--- src/rtl/fma_pkg.sv ---
// Shared helpers for the dot-product engine: width arithmetic and the
// saturation bounds used by the accumulator clamp.
package fma_pkg;

    // Widest accumulator the saturation helpers can describe.
    localparam int MAX_W = 64;

    // Ceiling log2, with clog2(1) = 0 so a single-lane tree adds no growth bits.
    function automatic int clog2(input int value);
        int r;
        int p;
        r = 0;
        p = 1;
        for (int i = 0; i < 31; i++) begin
            if (p < value) begin
                r = i + 1;
            end else begin
                r = r;
            end
            p = p * 2;
        end
        return r;
    endfunction

    // Full-precision product width for one lane.
    function automatic int prod_width(input int data_w);
        return 2 * data_w;
    endfunction

    // Adder tree output width: enough growth bits that the sum never wraps.
    function automatic int tree_width(input int in_w, input int lanes);
        return in_w + clog2(lanes);
    endfunction

    // Largest representable accumulator value, right-aligned in MAX_W bits.
    function automatic logic [MAX_W-1:0] sat_max(input int acc_w, input bit is_signed);
        logic [MAX_W-1:0] r;
        if (is_signed) begin
            r = (64'd1 << (acc_w - 1)) - 64'd1;
        end else begin
            r = (64'd1 << acc_w) - 64'd1;
        end
        return r;
    endfunction

    // Smallest representable accumulator value, right-aligned in MAX_W bits.
    function automatic logic [MAX_W-1:0] sat_min(input int acc_w, input bit is_signed);
        logic [MAX_W-1:0] r;
        if (is_signed) begin
            r = 64'd1 << (acc_w - 1);
        end else begin
            r = 64'd0;
        end
        return r;
    endfunction

endpackage

--- src/rtl/fma_adder_tree.sv ---
// Combinational pairwise reduction of LANES products into one sum that is
// wide enough to never overflow.
module fma_adder_tree
    import fma_pkg::*;
#(
    parameter int LANES  = 8,
    parameter int IN_W   = 16,
    parameter int SIGNED = 0
) (
    input  logic [LANES*IN_W-1:0]          in_data,
    output logic [IN_W+clog2(LANES)-1:0]   sum
);

    localparam int OUT_W  = tree_width(IN_W, LANES);
    localparam int LEVELS = clog2(LANES);

    // Extend every lane to the output width, then fold neighbours level by level.
    always_comb begin
        logic [OUT_W-1:0] node_s [LANES];
        for (int i = 0; i < LANES; i++) begin
            if (SIGNED != 32'sd0) begin
                node_s[i] = OUT_W'($signed(in_data[i*IN_W +: IN_W]));
            end else begin
                node_s[i] = OUT_W'(in_data[i*IN_W +: IN_W]);
            end
        end
        for (int lvl = 0; lvl < LEVELS; lvl++) begin
            for (int i = 0; i < LANES; i++) begin
                if (((i % (32'sd2 << lvl)) == 32'sd0) && ((i + (32'sd1 << lvl)) < LANES)) begin
                    node_s[i] = node_s[i] + node_s[i + (32'sd1 << lvl)];
                end else begin
                    node_s[i] = node_s[i];
                end
            end
        end
        sum = node_s[0];
    end

endmodule

--- src/rtl/fma_dot_engine.sv ---
// Pipelined dot-product / multiply-accumulate engine. Three register stages:
// lane products, adder-tree sum, accumulator with result register. A stalled
// result freezes the whole pipeline so no beat is lost or duplicated.
module fma_dot_engine
    import fma_pkg::*;
#(
    parameter int LANES    = 8,
    parameter int DATA_W   = 8,
    parameter int ACC_W    = 32,
    parameter int SIGNED   = 0,
    parameter int SATURATE = 0
) (
    input  logic                    clk_clk,
    input  logic                    reset_reset_n,
    input  logic                    in_valid,
    output logic                    in_ready,
    input  logic [LANES*DATA_W-1:0] in_a,
    input  logic [LANES*DATA_W-1:0] in_b,
    input  logic                    in_last,
    output logic                    out_valid,
    input  logic                    out_ready,
    output logic [ACC_W-1:0]        out_result,
    output logic                    out_overflow
);

    localparam int PROD_W = prod_width(DATA_W);
    localparam int SUM_W  = tree_width(PROD_W, LANES);
    // One guard bit above the wider of accumulator and sum, so the raw add is exact.
    localparam int EXT_W  = ((ACC_W > SUM_W) ? ACC_W : SUM_W) + 1;
    localparam logic [ACC_W-1:0] SAT_MAX = ACC_W'(sat_max(ACC_W, SIGNED != 32'sd0));
    localparam logic [ACC_W-1:0] SAT_MIN = ACC_W'(sat_min(ACC_W, SIGNED != 32'sd0));

    logic                    en_s;
    logic [LANES*PROD_W-1:0] prod_s;
    logic [LANES*PROD_W-1:0] s1_prod_r;
    logic                    s1_valid_r;
    logic                    s1_last_r;
    logic [SUM_W-1:0]        sum_s;
    logic [SUM_W-1:0]        s2_sum_r;
    logic                    s2_valid_r;
    logic                    s2_last_r;
    logic [EXT_W-1:0]        acc_ext_s;
    logic [EXT_W-1:0]        sum_ext_s;
    logic [EXT_W-1:0]        raw_s;
    logic                    ovf_s;
    logic [ACC_W-1:0]        acc_next_s;
    logic [ACC_W-1:0]        acc_r;
    logic                    ovf_sticky_r;
    logic                    out_valid_r;
    logic [ACC_W-1:0]        out_result_r;
    logic                    out_overflow_r;

    // Everything advances unless a result is waiting on a stalled consumer.
    assign en_s         = ~(out_valid_r & ~out_ready);
    assign in_ready     = en_s;
    assign out_valid    = out_valid_r;
    assign out_result   = out_result_r;
    assign out_overflow = out_overflow_r;

    // Per-lane full-precision multiply, signed or unsigned.
    always_comb begin
        prod_s = '0;
        for (int i = 0; i < LANES; i++) begin
            if (SIGNED != 32'sd0) begin
                prod_s[i*PROD_W +: PROD_W] = PROD_W'($signed(in_a[i*DATA_W +: DATA_W]))
                                           * PROD_W'($signed(in_b[i*DATA_W +: DATA_W]));
            end else begin
                prod_s[i*PROD_W +: PROD_W] = PROD_W'(in_a[i*DATA_W +: DATA_W])
                                           * PROD_W'(in_b[i*DATA_W +: DATA_W]);
            end
        end
    end

    fma_adder_tree #(
        .LANES  (LANES),
        .IN_W   (PROD_W),
        .SIGNED (SIGNED)
    ) u_adder_tree (
        .in_data (s1_prod_r),
        .sum     (sum_s)
    );

    // Accumulate at guard-bit width, flag range escape, then clamp or wrap.
    always_comb begin
        acc_ext_s  = '0;
        sum_ext_s  = '0;
        raw_s      = '0;
        ovf_s      = 1'b0;
        acc_next_s = '0;
        if (SIGNED != 32'sd0) begin
            acc_ext_s = EXT_W'($signed(acc_r));
            sum_ext_s = EXT_W'($signed(s2_sum_r));
        end else begin
            acc_ext_s = EXT_W'(acc_r);
            sum_ext_s = EXT_W'(s2_sum_r);
        end
        raw_s = acc_ext_s + sum_ext_s;
        if (SIGNED != 32'sd0) begin
            ovf_s = ~((&raw_s[EXT_W-1:ACC_W-1]) | ~(|raw_s[EXT_W-1:ACC_W-1]));
        end else begin
            ovf_s = |raw_s[EXT_W-1:ACC_W];
        end
        if (ovf_s && (SATURATE != 32'sd0)) begin
            if ((SIGNED != 32'sd0) && raw_s[EXT_W-1]) begin
                acc_next_s = SAT_MIN;
            end else begin
                acc_next_s = SAT_MAX;
            end
        end else begin
            acc_next_s = raw_s[ACC_W-1:0];
        end
    end

    // Product and tree-sum stages, frozen together while the result is stalled.
    always_ff @(posedge clk_clk or negedge reset_reset_n) begin
        if (!reset_reset_n) begin
            s1_prod_r  <= '0;
            s1_valid_r <= 1'b0;
            s1_last_r  <= 1'b0;
            s2_sum_r   <= '0;
            s2_valid_r <= 1'b0;
            s2_last_r  <= 1'b0;
        end else if (en_s) begin
            s1_prod_r  <= prod_s;
            s1_valid_r <= in_valid;
            s1_last_r  <= in_valid & in_last;
            s2_sum_r   <= sum_s;
            s2_valid_r <= s1_valid_r;
            s2_last_r  <= s1_last_r;
        end
    end

    // Accumulator and result register; a closing beat publishes and clears in one edge.
    always_ff @(posedge clk_clk or negedge reset_reset_n) begin
        if (!reset_reset_n) begin
            acc_r          <= '0;
            ovf_sticky_r   <= 1'b0;
            out_valid_r    <= 1'b0;
            out_result_r   <= '0;
            out_overflow_r <= 1'b0;
        end else if (en_s) begin
            // With en high any held result is either absent or being taken now.
            out_valid_r <= 1'b0;
            if (s2_valid_r) begin
                if (s2_last_r) begin
                    out_result_r   <= acc_next_s;
                    out_overflow_r <= ovf_sticky_r | ovf_s;
                    out_valid_r    <= 1'b1;
                    acc_r          <= '0;
                    ovf_sticky_r   <= 1'b0;
                end else begin
                    acc_r          <= acc_next_s;
                    ovf_sticky_r   <= ovf_sticky_r | ovf_s;
                end
            end
        end
    end

endmodule

--- config.mk ---
export PLATFORM = sky130hd
export DESIGN_NAME = fma_dot_engine
export DESIGN_NICKNAME = d
export VERILOG_FILES = /design/src/rtl/fma_pkg.sv /design/src/rtl/fma_adder_tree.sv /design/src/rtl/fma_dot_engine.sv
export SDC_FILE = /design/constraint.sdc
export NUM_CORES = 2
export LEC_CHECK = 0
export BUFFER_PORTS_ARGS = -buffer_cell sky130_fd_sc_hd__buf_2
export CORE_MARGIN = 2
export CORE_UTILIZATION = 65
export DETAILED_ROUTE_END_ITERATION = 12
export GPL_TIMING_DRIVEN = 0
export PLACE_DENSITY = 0.92
export SYNTH_ARGS = -nofsm -noshare
export SYNTH_HDL_FRONTEND = slang
export SYNTH_SLANG_ARGS = --single-unit
--- constraint.sdc ---
create_clock -name clk_clk -period 7.3 [get_ports clk_clk]
set_input_delay 0 -clock clk_clk [delete_from_list [all_inputs] [get_ports clk_clk]]
set_output_delay 0 -clock clk_clk [all_outputs]
set_load 0.005 [all_outputs]
==> qor.yml <==
sta:
  period_share_pct: 77.1
  rsz0062_at_grt: "false"
  tightest_slew_ns: 0.967
  timing.fmax_ghz: 0.178
  post-route-min-period_ns: 5.63
  fin_tns_setup_ns: 0
  timing.hold.ws_ns: 0.0442
  skew_ns: 0.0133
  drv_slew: 0
  finalSetupViolations: 0
  hold_violations: 0
  max_slew_margin_pct: 35.5
place:
  routabilityCongestion: 0.960
  port_buffers: 159
  dp_hpwl_um: 56100
cells_and_area:
  mostFrequentLayoutCell: "nand2_1"
  nets: 4378
  drive_gt1_share_pct: 6.80
  diodes: 0
  synthToLayoutAreaGrowth_pct: 8.71
  mostFrequentLayoutCells: "nand2_1 (493), inv_1 (474), ha_1 (389)"
die:
  die_x_um: 216
  start_util_pct: 65.9
  num_rows: 77
  pin_count: 168
  core_mm2: 0.0443
  die-height_um: 216
  die-area_mm2: 0.0467
clock_tree:
  clk_pin_slew_ns: 0.07
  cts_root_buffer: "clkbuf_16"
  cts.htree.levels: 1
  cts.sinks: 218
  cts_setup_buffers: 0
  numCtsBuffers: 23
  cts_tree: "done"
  clockBufferDepth: 3
  clock_latency_ns: 0.54
yosys:
  avgSynthCellArea_um2: 8.79
  synthesis.nets: 4173
  synth_cell_types: 70
  synthCells: 3324
  ys_seq_area_share_pct: 18.7
  synth-edff-count: 0
  ys_warn_count: 0
  synth_seq_cells: 218
  syn_area_mm2: 0.0292
  synth_ff_type: "dfrtp_1"
  postSynth.asyncResetShare_pct: 100
critical_path:
  arrival_ns: 6.04
  max_stage_delay_ns: 0.56
  path_cells: "ha_1 -> inv_1 -> fa_1 -> nor2b_1 -> o21a_1 -> o21ai_0 -> a21o_1 -> a21boi_0 -> o21a_1 -> mux2i_1 -> nand2_1 -> fa_1 -> inv_1 -> fa_1 -> inv_1 -> ha_1 -> nor2b_1 -> a41oi_1 -> nand4_1 -> a41o_1 -> a211oi_1 -> nor2_1"
  startpoint: "s1_prod_r[0]$_DFFE_PN0N_"
  startpoint_type: "register"
  cp-end-kind: "register"
  slowest_stage: "fa_1"
  path_class: "register to register"
  critPathMaxFanout: 7
  timing.rr.start: "s1_prod_r[0]$_DFFE_PN0N_"
  critPathRequiredTime_ns: 7.71
hold_path:
  min_path_type: "input pin to register"
  hold_start: "in_a[25]"
routing:
  vias: 24200
  dr.pass1.iters: 6
  routed_via_density: 5.85
  drt.antenna.violating_nets: 0
  drt-total-wl_um: 71300
  wl_per_cell_um: 17.2
  drc_errors: 0
  drtIter0Drc: 1871
grt:
  grt_start_max_net_pins: 119
  grt_pass1_wl_um: 120000
  first_global_vias: 25400
  overflow: 0
  grt_use_total_pct: 31.3
  antenna_found_initial: 0
run_status:
  status: "finished, final reports clean"
job:
  cap_violations: 0
-- kinds of logic after synthesis --
family / share of synthesized area [%]
AO/OA/AOI/OAI: 11.0
XOR/XNOR: 5.43
adder cells (fa/ha/maj): 39.1
buffers and inverters: 6.94
flip-flops: 18.7
multiplexers: 0.531
AND/OR/NAND/NOR: 18.4
-- routing by layer --
metal / vias up / global-route usage [%] / wire length, um
met5: - / 0 / 0
met4: 0 / 14.2 / 3630
met3: 244 / 3.55 / 4140
met2: 918 / 55.1 / 35400
met1: 11800 / 38.9 / 28200
li1: 11200 / - / -
-- stage by stage --
step           utilization, %  cells  instance area, um2  worst slack, ns
2_1_floorplan               -   3324               29200             2.56
3_3_place_gp             69.4   4075               30800             2.01
3_5_place_dp             69.5   4076               30800             1.93
4_1_cts                  71.7   4138               31800             1.82
5_1_grt                  71.7   4138               31800             1.45
6_report                 71.7   4138               31800             1.67
-- cells in the mapped netlist, types with 17 or more instances --
library cell	instances	area (um2)
a21o_1	38	285
a21oi_1	190	951
and2_1	247	1550
clkbuf_1	52	195
dfrtp_1	218	5460
fa_1	327	6550
ha_1	389	4870
inv_1	474	1780
nand2_1	493	1850
nand2b_1	20	125
nand3_1	44	220
nor2_1	200	751
nor2b_1	28	175
nor3_1	53	265
o211ai_1	17	128
o21a_1	23	173
o21ai_0	105	526
o31ai_1	23	173
or3_1	20	125
xnor2_1	87	762
xor2_1	94	823
-- worst max-delay path: cells and delay by family, from the launching register on --
family          cells  cell delay, ns
fa+ha+maj           5            2.01
mux                 1            0.18
simple gates        5            0.80
compound gates      8            1.97
flops               1            0.37
buf+inv             3            0.16
-- flip-flops by register name, indices dropped and copies added, names as in the netlist --
name / cells
s1_prod_r: 128
acc_r: 32
out_result: 32
s2_sum_r: 19
out_overflow: 1
out_valid: 1
ovf_sticky_r: 1
s1_last_r: 1
s1_valid_r: 1
s2_last_r: 1
s2_valid_r: 1
-- final cells by class --
type	instances	area (um2)
multi-input combinational	2569	21700
fill	3087	12600
sequential	218	5460
inverter	475	1780
timing repair buffer	180	1030
tap	592	741
clock buffer	27	631
buffer	62	245
clock inverter	15	141
-- what timing repair did --
action                                 in CTS  in global routing
hold buffers                               20                  0
endpoints found under the hold margin     110                  0
gates resized for setup                     0                  0
-- path summary, 6_finish.rpt --
kind | endpoint | slack [ns] | cells after the start
setup / recovery | s2_sum_r[18]$_DFFE_PN0N_ | 1.67 | 22
min in group asynchronous | out_result[16]$_DFFE_PN0P_ | 0.06 | 2
hold reg to reg | out_result[30]$_DFFE_PN0P_ | 0.48 | 2
max in group asynchronous | s1_prod_r[57]$_DFFE_PN0N_ | 6.20 | 3
hold / removal | s1_prod_r[49]$_DFFE_PN0N_ | 0.04 | 5
setup reg to reg | s2_sum_r[18]$_DFFE_PN0N_ | 1.67 | 22
Power is not shown: default switching activity piles up to over one toggle a cycle in this logic, so the estimate is an artifact.
